`src/rtl/spim_rxtx_if.sv`:
```
// -----------------------------------------------------------------------------
// spim_rxtx_if -- bundle of the request, configuration, status and serial-pin
// signals of the spim_rxtx SPI master.
//
// Parameters
//   NUM_CS : number of active-low chip-select lines (1..8)
//   DIV_W  : width of clk_div
//
// Modports
//   master : the host side. It issues start/release_cs, supplies configuration
//            and transmit data, and drives miso toward the block. It observes
//            data_rx, rdy and the serial outputs.
//   slave  : the spim_rxtx core.
//
// Optional build macro
//   SPIM_LOOPBACK_EN : adds a 'loopback' request line. When it is 1, the core
//                      samples its own mosi instead of miso.
// -----------------------------------------------------------------------------
interface spim_rxtx_if #(
  parameter int NUM_CS = 1,
  parameter int DIV_W  = 8
);
  // Request and configuration, host -> core
  logic              start;
  logic              release_cs;
  logic              cpol;
  logic              cpha;
  logic              hold;
  logic              msbytefirst;
  logic [1:0]        datawidth;
  logic [DIV_W-1:0]  clk_div;
  logic [2:0]        cs_sel;
  logic [31:0]       data_tx;
`ifdef SPIM_LOOPBACK_EN
  logic              loopback;
`endif

  // Status and received data, core -> host
  logic [31:0]       data_rx;
  logic              rdy;

  // Serial pins
  logic              miso;
  logic              mosi;
  logic              sclk;
  logic [NUM_CS-1:0] cs_n;

  modport master (
    output start, release_cs, cpol, cpha, hold, msbytefirst,
    output datawidth, clk_div, cs_sel, data_tx, miso,
`ifdef SPIM_LOOPBACK_EN
    output loopback,
`endif
    input  data_rx, rdy, mosi, sclk, cs_n
  );

  modport slave (
    input  start, release_cs, cpol, cpha, hold, msbytefirst,
    input  datawidth, clk_div, cs_sel, data_tx, miso,
`ifdef SPIM_LOOPBACK_EN
    input  loopback,
`endif
    output data_rx, rdy, mosi, sclk, cs_n
  );
endinterface

```
`src/rtl/spim_rxtx.sv`:
```
// -----------------------------------------------------------------------------
// spim_rxtx -- single-clock SPI master. It sends 8/16/24/32-bit words with
// selectable clock polarity and phase, byte order and sclk divider, and can
// keep a chip select asserted across back-to-back transfers.
//
// Parameters
//   NUM_CS : number of chip selects (1..8)
//   DIV_W  : width of clk_div; sclk half-period = clk_div+1 clk cycles
//
// Ports
//   clk   : system clock
//   rst_n : asynchronous active-low reset
//   bus   : spim_rxtx_if.slave
//           inputs  : start, release_cs, cpol, cpha, hold, msbytefirst,
//                     datawidth (00=8,10=16,11=24,01=32), clk_div, cs_sel,
//                     data_tx, miso (and loopback, when built with it)
//           outputs : data_rx, rdy, mosi, sclk, cs_n
//
// Optional build macro
//   SPIM_LOOPBACK_EN : when defined, bus.loopback=1 routes mosi to the
//                      receive shifter and ignores miso.
//
// Sequence: IDLE -> [LEAD] -> XFER -> [TAIL] -> IDLE. Each phase step lasts
// clk_div+1 cycles. LEAD is skipped when the requested chip select is already
// held. TAIL is skipped when the transfer asks to keep its chip select held.
// -----------------------------------------------------------------------------
module spim_rxtx #(
  parameter int NUM_CS = 1,
  parameter int DIV_W  = 8
) (
  input  logic       clk,
  input  logic       rst_n,
  spim_rxtx_if.slave bus
);

  typedef enum logic [1:0] {
    ST_IDLE,
    ST_LEAD,
    ST_XFER,
    ST_TAIL
  } state_t;

  state_t state, state_nxt;

  // Configuration latched at acceptance
  logic              cpol_q;
  logic              cpha_q;
  logic              hold_q;
  logic              msbf_q;
  logic [1:0]        dw_q;
  logic [DIV_W-1:0]  div_q;
  logic [2:0]        cs_q;

  // Chip-select holding between transfers
  logic              held_vld;
  logic [2:0]        held_idx;

  // Timing
  logic [DIV_W-1:0]  cnt;
  logic [5:0]        edge_cnt;
  logic              tick;
  logic              last_edge;
  logic [5:0]        n_q;
  logic [5:0]        last_idx;

  // Datapath
  logic [31:0]       tx_sh;
  logic [31:0]       rx_sh;
  logic [31:0]       rx_next;
  logic [31:0]       rx_final;
  logic [31:0]       data_rx_q;
  logic              mosi_q;
  logic              sclk_q;
  logic [NUM_CS-1:0] cs_n_q;
  logic              miso_int;

  // Input-side decode at acceptance
  logic              accept;
  logic              same_cs;
  logic [5:0]        n_in;
  logic [31:0]       tx_ord;
  logic [31:0]       tx_first;

  // FSM outputs
  logic              rdy;
  logic              sample;
  logic              advance;
  logic              done;

  // Transfer width in bits for a datawidth code.
  function automatic logic [5:0] width_of(input logic [1:0] dw);
    case (dw)
      2'b00:   return 6'd8;
      2'b10:   return 6'd16;
      2'b11:   return 6'd24;
      default: return 6'd32;
    endcase
  endfunction

  // Reverse the order of the low nb bytes. Bytes above nb stay zero. This is
  // used both to turn an LSByte-first word into serial order and to undo it.
  function automatic logic [31:0] byte_rev(input logic [31:0] w, input logic [2:0] nb);
    logic [31:0] r;
    r = '0;
    for (int i = 0; i < 4; i++) begin
      if (i < int'(nb)) r[8*i +: 8] = w[8*(int'(nb)-1-i) +: 8];
    end
    return r;
  endfunction

  // Active-low one-hot chip select. An index of NUM_CS or more selects none.
  function automatic logic [NUM_CS-1:0] cs_decode(input logic [2:0] idx);
    logic [NUM_CS-1:0] v;
    v = '1;
    for (int i = 0; i < NUM_CS; i++) begin
      if (idx == 3'(i)) v[i] = 1'b0;
    end
    return v;
  endfunction

`ifdef SPIM_LOOPBACK_EN
  assign miso_int = bus.loopback ? mosi_q : bus.miso;
`else
  assign miso_int = bus.miso;
`endif

  assign accept    = (state == ST_IDLE) && bus.start;
  assign same_cs   = held_vld && (bus.cs_sel == held_idx);
  assign n_in      = width_of(bus.datawidth);
  assign tx_ord    = bus.msbytefirst ? bus.data_tx : byte_rev(bus.data_tx, n_in[5:3]);
  // Left-align so the first serial bit is always at bit 31.
  assign tx_first  = tx_ord << (6'd32 - n_in);

  assign tick      = (cnt == div_q);
  assign n_q       = width_of(dw_q);
  // 2N-1 in 6-bit arithmetic. For N=32, 2N wraps to 0 and gives 63.
  assign last_idx  = (n_q << 1) - 6'd1;
  assign last_edge = (edge_cnt == last_idx);

  assign rx_next   = sample ? {rx_sh[30:0], miso_int} : rx_sh;
  assign rx_final  = msbf_q ? rx_next : byte_rev(rx_next, n_q[5:3]);

  // ---------------------------------------------------------------------------
  // FSM: state register
  // ---------------------------------------------------------------------------
  // NOTE: flops use non-blocking assignments so that every register in the
  // same clock edge sees the pre-edge values of the others.
  always_ff @(posedge clk or negedge rst_n) begin
    if (!rst_n) state <= ST_IDLE;
    else        state <= state_nxt;
  end

  // ---------------------------------------------------------------------------
  // FSM: next-state logic
  // ---------------------------------------------------------------------------
  always_comb begin
    // NOTE: assign a default first so that no path leaves the signal
    // unassigned, which would infer a latch.
    state_nxt = state;
    case (state)
      ST_IDLE: if (bus.start) state_nxt = same_cs ? ST_XFER : ST_LEAD;
      ST_LEAD: if (tick) state_nxt = ST_XFER;
      ST_XFER: if (tick && last_edge) state_nxt = hold_q ? ST_IDLE : ST_TAIL;
      ST_TAIL: if (tick) state_nxt = ST_IDLE;
      default: state_nxt = ST_IDLE;
    endcase
  end

  // ---------------------------------------------------------------------------
  // FSM: output decode
  // Even XFER steps end in a leading sclk edge and odd steps in a trailing one.
  // cpha=0 samples on leading edges and shifts on trailing edges. cpha=1 does
  // the reverse.
  // ---------------------------------------------------------------------------
  always_comb begin
    rdy     = 1'b0;
    sample  = 1'b0;
    advance = 1'b0;
    done    = 1'b0;
    case (state)
      ST_IDLE: rdy = 1'b1;
      ST_XFER: begin
        if (tick) begin
          sample  = (edge_cnt[0] == cpha_q);
          advance = (edge_cnt[0] != cpha_q) && !last_edge;
          done    = last_edge && hold_q;
        end
      end
      ST_TAIL: done = tick;
      default: ;
    endcase
  end

  // ---------------------------------------------------------------------------
  // Half-period and edge counters
  // ---------------------------------------------------------------------------
  always_ff @(posedge clk or negedge rst_n) begin
    if (!rst_n) begin
      cnt      <= '0;
      edge_cnt <= '0;
    end else begin
      if (state == ST_IDLE) cnt <= '0;
      else                  cnt <= tick ? '0 : cnt + DIV_W'(1);

      if (state != ST_XFER)            edge_cnt <= '0;
      else if (tick && last_edge)      edge_cnt <= '0;
      else if (tick)                   edge_cnt <= edge_cnt + 6'd1;
    end
  end

  // ---------------------------------------------------------------------------
  // Configuration, shifters, serial pins and chip selects
  // ---------------------------------------------------------------------------
  always_ff @(posedge clk or negedge rst_n) begin
    if (!rst_n) begin
      cpol_q    <= 1'b0;
      cpha_q    <= 1'b0;
      hold_q    <= 1'b0;
      msbf_q    <= 1'b0;
      dw_q      <= 2'b00;
      div_q     <= '0;
      cs_q      <= '0;
      held_vld  <= 1'b0;
      held_idx  <= '0;
      tx_sh     <= '0;
      rx_sh     <= '0;
      data_rx_q <= '0;
      mosi_q    <= 1'b1;
      sclk_q    <= 1'b0;
      cs_n_q    <= '1;
    end else begin
      case (state)
        ST_IDLE: begin
          // sclk follows the live cpol input while idle.
          sclk_q <= bus.cpol;
          mosi_q <= 1'b1;
          if (bus.start) begin
            cpol_q <= bus.cpol;
            cpha_q <= bus.cpha;
            hold_q <= bus.hold;
            msbf_q <= bus.msbytefirst;
            dw_q   <= bus.datawidth;
            div_q  <= bus.clk_div;
            cs_q   <= bus.cs_sel;
            rx_sh  <= '0;
            if (bus.cpha) begin
              tx_sh <= tx_first;
            end else begin
              // With cpha=0 the first bit must already be valid when sclk
              // starts, so put it on mosi right away.
              mosi_q <= tx_first[31];
              tx_sh  <= tx_first << 1;
            end
            // A new chip select replaces any held one in the same cycle.
            if (!same_cs) begin
              cs_n_q   <= cs_decode(bus.cs_sel);
              held_vld <= 1'b0;
            end
          end else if (bus.release_cs) begin
            cs_n_q   <= '1;
            held_vld <= 1'b0;
          end
        end
        ST_XFER: begin
          if (tick) begin
            sclk_q <= ~sclk_q;
            if (advance) begin
              mosi_q <= tx_sh[31];
              tx_sh  <= tx_sh << 1;
            end
            if (sample) rx_sh <= rx_next;
            if (last_edge) begin
              mosi_q   <= 1'b1;
              held_vld <= hold_q;
              held_idx <= cs_q;
            end
          end
        end
        ST_TAIL: begin
          if (tick) cs_n_q <= '1;
        end
        default: ;
      endcase

      if (done) data_rx_q <= rx_final;
    end
  end

  assign bus.rdy     = rdy;
  assign bus.mosi    = mosi_q;
  assign bus.sclk    = sclk_q;
  assign bus.cs_n    = cs_n_q;
  assign bus.data_rx = data_rx_q;

endmodule

```
`src/flat_wrapper.sv`:
```
// flat-port wrapper written by rule: the top's interface ports become plain ports
module spim_rxtx_flat 
#(
  parameter int NUM_CS = 1,
  parameter int DIV_W  = 8
)
  (clk, rst_n, bus_start, bus_release_cs, bus_cpol, bus_cpha, bus_hold, bus_msbytefirst, bus_datawidth, bus_clk_div, bus_cs_sel, bus_data_tx, bus_miso, bus_data_rx, bus_rdy, bus_mosi, bus_sclk, bus_cs_n);
  spim_rxtx_if #(.NUM_CS(NUM_CS), .DIV_W(DIV_W)) bus_i ();
  input  logic clk;
  input  logic rst_n;
  input wire logic [$bits(bus_i.start)-1:0] bus_start;
  input wire logic [$bits(bus_i.release_cs)-1:0] bus_release_cs;
  input wire logic [$bits(bus_i.cpol)-1:0] bus_cpol;
  input wire logic [$bits(bus_i.cpha)-1:0] bus_cpha;
  input wire logic [$bits(bus_i.hold)-1:0] bus_hold;
  input wire logic [$bits(bus_i.msbytefirst)-1:0] bus_msbytefirst;
  input wire logic [$bits(bus_i.datawidth)-1:0] bus_datawidth;
  input wire logic [$bits(bus_i.clk_div)-1:0] bus_clk_div;
  input wire logic [$bits(bus_i.cs_sel)-1:0] bus_cs_sel;
  input wire logic [$bits(bus_i.data_tx)-1:0] bus_data_tx;
  input wire logic [$bits(bus_i.miso)-1:0] bus_miso;
  output wire logic [$bits(bus_i.data_rx)-1:0] bus_data_rx;
  output wire logic [$bits(bus_i.rdy)-1:0] bus_rdy;
  output wire logic [$bits(bus_i.mosi)-1:0] bus_mosi;
  output wire logic [$bits(bus_i.sclk)-1:0] bus_sclk;
  output wire logic [$bits(bus_i.cs_n)-1:0] bus_cs_n;
  assign bus_i.start = bus_start;
  assign bus_i.release_cs = bus_release_cs;
  assign bus_i.cpol = bus_cpol;
  assign bus_i.cpha = bus_cpha;
  assign bus_i.hold = bus_hold;
  assign bus_i.msbytefirst = bus_msbytefirst;
  assign bus_i.datawidth = bus_datawidth;
  assign bus_i.clk_div = bus_clk_div;
  assign bus_i.cs_sel = bus_cs_sel;
  assign bus_i.data_tx = bus_data_tx;
  assign bus_i.miso = bus_miso;
  assign bus_data_rx = bus_i.data_rx;
  assign bus_rdy = bus_i.rdy;
  assign bus_mosi = bus_i.mosi;
  assign bus_sclk = bus_i.sclk;
  assign bus_cs_n = bus_i.cs_n;
  spim_rxtx #(.NUM_CS(NUM_CS), .DIV_W(DIV_W)) u_core (.clk(clk), .rst_n(rst_n), .bus(bus_i));
endmodule
```
`config.mk`:
```
export PLATFORM = sky130hd
export DESIGN_NAME = spim_rxtx_flat
export DESIGN_NICKNAME = d
export VERILOG_FILES = /design/src/rtl/spim_rxtx_if.sv /design/src/rtl/spim_rxtx.sv /design/src/flat_wrapper.sv
export SDC_FILE = /design/constraint.sdc
export NUM_CORES = 1
export LEC_CHECK = 0
export ABC_AREA = 1
export BUFFER_PORTS_ARGS = -buffer_cell sky130_fd_sc_hd__buf_2
export CORE_MARGIN = 2
export CORE_UTILIZATION = 35
export DETAILED_ROUTE_END_ITERATION = 16
export PLACE_DENSITY = 0.64
export SYNTH_ARGS = -nofsm -noshare
export SYNTH_HDL_FRONTEND = slang
export SYNTH_SLANG_ARGS = --single-unit
```
`constraint.sdc`:
```
create_clock -name clk -period 2.1 [get_ports clk]
set_input_delay 0.42 -clock clk [delete_from_list [all_inputs] [get_ports clk]]
set_output_delay 0.42 -clock clk [all_outputs]
set_load 0.02 [all_outputs]
```
Word level (Yosys, flattened, before mapping):

Index checks and enable logic that the tools add are counted.

* memories: 0
* bits in latches: 0
* input bits: 54
* ROM bits: 0
* flip-flop bits (word level): 135
* RAM bits: 0
* output and inout bits: 36
* logic and storage cells: 153

* mux-type cells: 61
* div/mod/pow operators: 0
* $lt $le $gt $ge: 8
* equality and inequality tests: 24
* multiply operators: 0
* shifts and indexed selects: 9
* reductions and logical operators: 21
* add/sub/neg operators: 12
* bitwise operators: 1

Operator list (number)
* 32-bit two-way mux: 10
* 32-bit by 32-bit variable part select with 8-bit output: 7
* 32-bit case mux with 2 select lines: 2
* 8-bit two-way mux: 10
* 29-bit by 3-bit subtractor with 29-bit output (second input constant): 2
* 6-bit case mux with 3 select lines: 2
* 32-bit by 7-bit variable part select with 8-bit output: 1
* 32-bit by 6-bit << shifter with 32-bit output: 1
* 29-bit by 2-bit subtractor with 29-bit output (second input constant): 1
* 1-bit two-way mux: 22
* 6-bit two-way mux: 3
* 4-bit AND reduction: 4
* 2-bit by 1-bit inequality test with 1-bit output (second input constant): 7
* 2-bit equality test (second input constant): 6
* 1-bit by 3-bit < comparator with 1-bit output (first input constant): 4
* 2-bit by 3-bit < comparator with 1-bit output (first input constant): 4
* 2-bit two-way mux: 6
* 1-bit case mux with 2 select lines: 5
* 4-bit by 3-bit subtractor with 5-bit output (second input constant): 2
* 8-bit by 1-bit adder with 8-bit output (second input constant): 1
* 8-bit equality test: 1
* 2-bit case mux with 4 select lines: 1
* 3-bit by 1-bit subtractor with 4-bit output (second input constant): 2
* 6-bit by 1-bit adder with 6-bit output (second input constant): 1
* other kinds (21): 31

Logic depth before layout (Yosys ltp):

* word-level depth: 12
* depth in mapped cells: 15
* depth with buffers taken out: 15

Least setup slack after synthesis:

Ideal clock, no wire load.

* path type: reg2reg
* start: register u_core.dw_q[0]
* end: register u_core.tx_sh[28]
* data arrival time: 2050 ps
* stages on the path, launching flop included: 13
* period minus slack after synthesis: 2170 ps
* setup slack: -70 ps
* cell sequence: dfrtp_1 inv_1 ha_1 xor2_1 nor3_4 inv_2 nand3b_1 nand2_1 nand2_2 inv_4 buf_4 o21ai_0 inv_1

* cells in the longest elaborated chain, start to end: 10

Ends and longest elaborated chain
* start: declaration: line spim_rxtx.sv:50 `logic [1:0] dw_q;`
* start signal: assignment: line spim_rxtx.sv:242 `dw_q <= bus.datawidth;`
* 2-bit equality test or 2-bit zero test (tied branches): line spim_rxtx.sv:92 `case (dw)`
* 6-bit case mux with 3 select lines (*): line spim_rxtx.sv:92
* 6-bit by 1-bit subtractor with 6-bit output (*): line spim_rxtx.sv:137 `assign last_idx = (n_q << 1) - 6'd1;`
* 6-bit equality test (*): line spim_rxtx.sv:138 `assign last_edge = (edge_cnt == last_idx);`
* 1-bit zero test (*): line spim_rxtx.sv:185 `advance = (edge_cnt[0] != cpha_q) && !last_edge;`
* 1-bit logical AND (*): line spim_rxtx.sv:185
* 1-bit two-way mux (*): line spim_rxtx.sv:183 `if (tick) begin`
* 1-bit two-way mux (*): line spim_rxtx.sv:180 `case (state)`
* 2-bit by 1-bit inequality test with 1-bit output (no line) (*)
* 4-bit AND reduction (no line) (*)
* end signal: assignment: line spim_rxtx.sv:247 `tx_sh <= tx_first;`
* end signal: assignment: line spim_rxtx.sv:252 `tx_sh <= tx_first << 1;`
* end signal: assignment: line spim_rxtx.sv:269 `tx_sh <= tx_sh << 1;`
* end: declaration: line spim_rxtx.sv:67 `logic [31:0] tx_sh;`

Mark *: on every way between the ends. The rest lies on a longest branch, timed or not.
A chain may end at the register's enable or synchronous reset.

Worst setup path after layout:

* start: register u_core.dw_q[1]
* end: register u_core.data_rx_q[17], in the netlist u_core.bus.data_rx[17]

* cells in the longest elaborated chain, start to end: 7

Ends and longest elaborated chain
* 2-bit equality test or 2-bit zero test (tied branches): line spim_rxtx.sv:92
* 6-bit case mux with 3 select lines (*): line spim_rxtx.sv:92
* 3-bit by 1-bit subtractor with 4-bit output or 6-bit by 1-bit subtractor with 6-bit output (tied branches): line spim_rxtx.sv:106, spim_rxtx.sv:137
* 29-bit by 3-bit subtractor with 29-bit output or 6-bit equality test (tied branches): line spim_rxtx.sv:106, spim_rxtx.sv:138
* 32-bit by 32-bit variable part select with 8-bit output or 1-bit logical AND (tied branches): line spim_rxtx.sv:106, spim_rxtx.sv:186
* 8-bit two-way mux or 1-bit two-way mux (tied branches): line spim_rxtx.sv:106, spim_rxtx.sv:183
* 32-bit two-way mux or 1-bit case mux with 2 select lines (tied branches): line spim_rxtx.sv:141, spim_rxtx.sv:180
* end signal: assignment: line spim_rxtx.sv:285 `if (done) data_rx_q <= rx_final;`
* end: declaration: line spim_rxtx.sv:71 `logic [31:0] data_rx_q;`

Marked as above.

==> results.json <==
{
  "htreeDepth": 4,
  "via_per_inst": 5.286,
  "dieWidth_um": 169.7,
  "start_kind": "register",
  "synthTopCellsByArea": "dfrtp_1, nand2_1, nand3_1",
  "root_buffer": "clkbuf_16",
  "max_freq_mhz": 458.6,
  "cpPeakStageDelay_ps": 390,
  "dp.cells": 1915,
  "path_max_fanout": 8,
  "relSlewSlack_pct": 67.31,
  "ys_seq_area_share_pct": 35.18,
  "fin_area_mm2": 0.01256,
  "status": "complete, but fails checks",
  "drt-initial-drc-count": 945,
  "netlist_area_mm2": 0.009610,
  "yosys_register_bits": 135,
  "async_flop_share_pct": 100.0,
  "drtAntennaViolNets": 0,
  "synthCells": 1435,
  "numPortBuffers": 89,
  "power_density_mw_per_mm2": 1359,
  "worst_pin_slew_ps": 489.8,
  "die_h_um": 169.7,
  "critPathTopFamily": "buffers and inverters",
  "cp-endpoint": "u_core.bus.data_rx[17]",
  "finalHoldViolations": 0,
  "cp.depth": 12,
  "r2r_end": "u_core.bus.data_rx[17]",
  "fin_crit_ps": 2181,
  "r2r_cells": 12,
  "dpl.hpwl_um": 22590,
  "clkTransAtPathRegs_ps": 60,
  "gp_congestion": 0.9192,
  "grt-ovfl-total": 0,
  "reg2reg_from": "u_core.dw_q[1]",
  "dieArea_mm2": 0.02880,
  "worst_clock_skew_ps": 8.949,
  "synth_top_area_share_pct": 34.63,
  "grt.total_usage_pct": 21.89,
  "crit_buf_inv": 5,
  "worstPathArrival_ps": 2530,
  "synthXorXnorAreaFrac_pct": 0.8072,
  "slew_violations": 0,
  "crit_top_cell": "buf_12",
  "drt-pass1-iter-count": 6,
  "p_leak_nw": 6.277,
  "mostFrequentLayoutCells": "nand2_1, nand3_1, dfrtp_1, inv_1, buf_4",
  "ys_types": 49,
  "synth_compound_area_share_pct": 13.57,
  "areaGrowthSynthToFinish_pct": 30.70,
  "peakVddDrop_v": 0.0009218,
  "layoutNonFillerInstCount": 1976,
  "synth_edf_count": 0,
  "hp-class": "primary input to register",
  "synthMuxAreaShare_pct": 0,
  "crit_slowest_cell": "dfrtp_1",
  "grt_first_pass_wirelength_um": 50370,
  "setup_ws_ps": -80.59,
  "antenna_found_initial": 0,
  "dpl-instance-area_mm2": 0.01118,
  "synth_simple_gate_area_share_pct": 38.58,
  "finalSetupViolCount": 45,
  "start_util_pct": 35.66,
  "n_fill_cell": 2685,
  "final_common_cell": "nand2_1",
  "rsz0062_at_grt": "true",
  "routedWlPerCell_um": 16.30,
  "finalCritPeriodShare_pct": 103.8,
  "violations": "setup timing",
  "first_global_vias": 9768,
  "clock_sinks": 135,
  "cts-buffers-inserted": 17,
  "num-nets-final": 1691,
  "io_pins": 90,
  "hold_depth": 3,
  "crit_path_start": "u_core.dw_q[1]",
  "finalWirelength_um": 32220,
  "antennaDiodeCount": 0,
  "synthesis.nets": 1504,
  "rows": 60,
  "synthAdderAreaFrac_pct": 1.953,
  "maxCapViolCount": 0,
  "grt_max_degree": 54,
  "drc": 0,
  "register_area_mm2": 0.003381,
  "postSynthAreaPerCell_um2": 6.697,
  "ys_dominant_reg_cell": "dfrtp_1",
  "yosysTopAreaCell": "dfrtp_1",
  "clkLatencyLatePin_ps": 430,
  "required_ps": 2450,
  "ys.warnings.count": 0,
  "synth_top_family_by_area": "simple AND/OR/NAND/NOR gates",
  "coreArea_mm2": 0.02695,
  "hold_ws_ps": 198.0,
  "drive_gt1_share_pct": 26.42,
  "clk_path_buf_depth": 2,
  "cp_cell_sequence": "inv_2, ha_4, xor2_2, nor3_4, buf_6, nand3_4, o22ai_4, buf_12, buf_12, clkbuf_16, nor2_2, a21oi_1",
  "crit_type": "register to register",
  "dr_total_vias": 10450,
  "endpoint_kind": "register",
  "reg2reg_slack_ps": -80,
  "cts_tree": "built",
  "multi_input_area_mm2": 0.005683
}
-- worst min-delay path: stages --
cell and delay, ps:
buf_2 70, nand2_1 40, o21ai_0 50
-- per-layer routing --
layer | GRT usage [%] | share of wire [%] | wire [um] | vias up
li1 | - | - | - | 5097
met1 | 27.74 | 42 | 13590 | 4890
met2 | 37.53 | 49 | 15860 | 386
met3 | 3.895 | 5.8 | 1862 | 73
met4 | 7.581 | 2.8 | 904 | 0
met5 | 0 | 0 | 0 | -
-- where the power goes --
part / internal (mW) / switching, mW / total [mW] / leakage [nW]
Clock: 1.99 / 1.16 / 3.15 / 0.301
Sequential: 3.71 / 0.682 / 4.39 / 1.73
Combinational: 3.53 / 5.99 / 9.52 / 4.25
Total: 9.24 / 7.83 / 17.1 / 6.28
-- registers in the layout, indices dropped and copies added (netlist names) --
name	cells
u_core.bus.data_rx	32
u_core.rx_sh	32
u_core.tx_sh	32
u_core.cnt	8
u_core.div_q	8
u_core.edge_cnt	6
u_core.cs_q	3
u_core.held_idx	3
u_core.dw_q	2
u_core.state	2
u_core.bus.cs_n	1
u_core.bus.mosi	1
u_core.bus.sclk	1
u_core.cpha_q	1
u_core.held_vld	1
u_core.hold_q	1
u_core.msbf_q	1
-- area by class of cell --
cell class / count / area share (%)
Tap cell: 341 / 3.397
Multi-Input combinational cell: 1081 / 45.24
Sequential cell: 135 / 26.92
Timing Repair Buffer: 236 / 14.77
Inverter: 149 / 4.552
Clock inverter: 11 / 1.155
Clock buffer: 21 / 3.825
Timing Repair inverter: 2 / 0.1395
-- cells in the mapped netlist (9+ instances only) --
master and count:
a21oi_1 54, a21oi_2 9, a31oi_1 11, and2_1 12
buf_2 27, clkbuf_1 28, dfrtp_1 133, ha_1 15
inv_1 136, nand2_1 405, nand2_2 20, nand3_1 200
nand4_1 25, nor2_1 126, o21ai_0 90, o21ai_1 17
o22ai_1 32
-- worst min-delay path by stage --
stage                     slack, ps            from                    end
after floorplan                 120           rst_n  u_core.bus.data_rx[0]
after global placement          370           rst_n        u_core.div_q[2]
after detailed placement        370           rst_n        u_core.div_q[2]
after CTS                       190  bus_clk_div[5]        u_core.div_q[5]
after global routing            210  bus_clk_div[6]        u_core.div_q[6]
final                           200  bus_clk_div[5]        u_core.div_q[5]
-- repair_timing --
item	CTS	global route
pin swaps	6	16
endpoints found under the setup margin	44	67
hold endpoints to repair	34	0
setup buffers	10	12
resized for setup	25	113
gates cloned	1	7
hold buffers	1	0
-- per-stage QoR --
step           TNS [ps]  total power [mW]  utilization (%)  setup slack (ps)
2_1_floorplan         0             9.997                -             15.29
3_3_place_gp      -9860             12.73            41.48            -393.6
3_5_place_dp     -12530             12.86            41.48            -380.1
4_1_cts          -944.3             16.25            44.54            -79.16
5_1_grt           -7734             18.31            46.61            -181.6
6_report          -1464             17.07            46.61            -80.59
-- kinds of logic (layout without fill, tap and decap cells) --
group	Yosys count	in the layout
DFF	135	135
adders and majority gates	15	15
and+or+nand+nor	827	827
xor gates and xnor gates	8	8
AOI/OAI and AO/OA	231	231
buffers and inverters	219	419
Note: power is estimated with default switching activity, not from simulation.
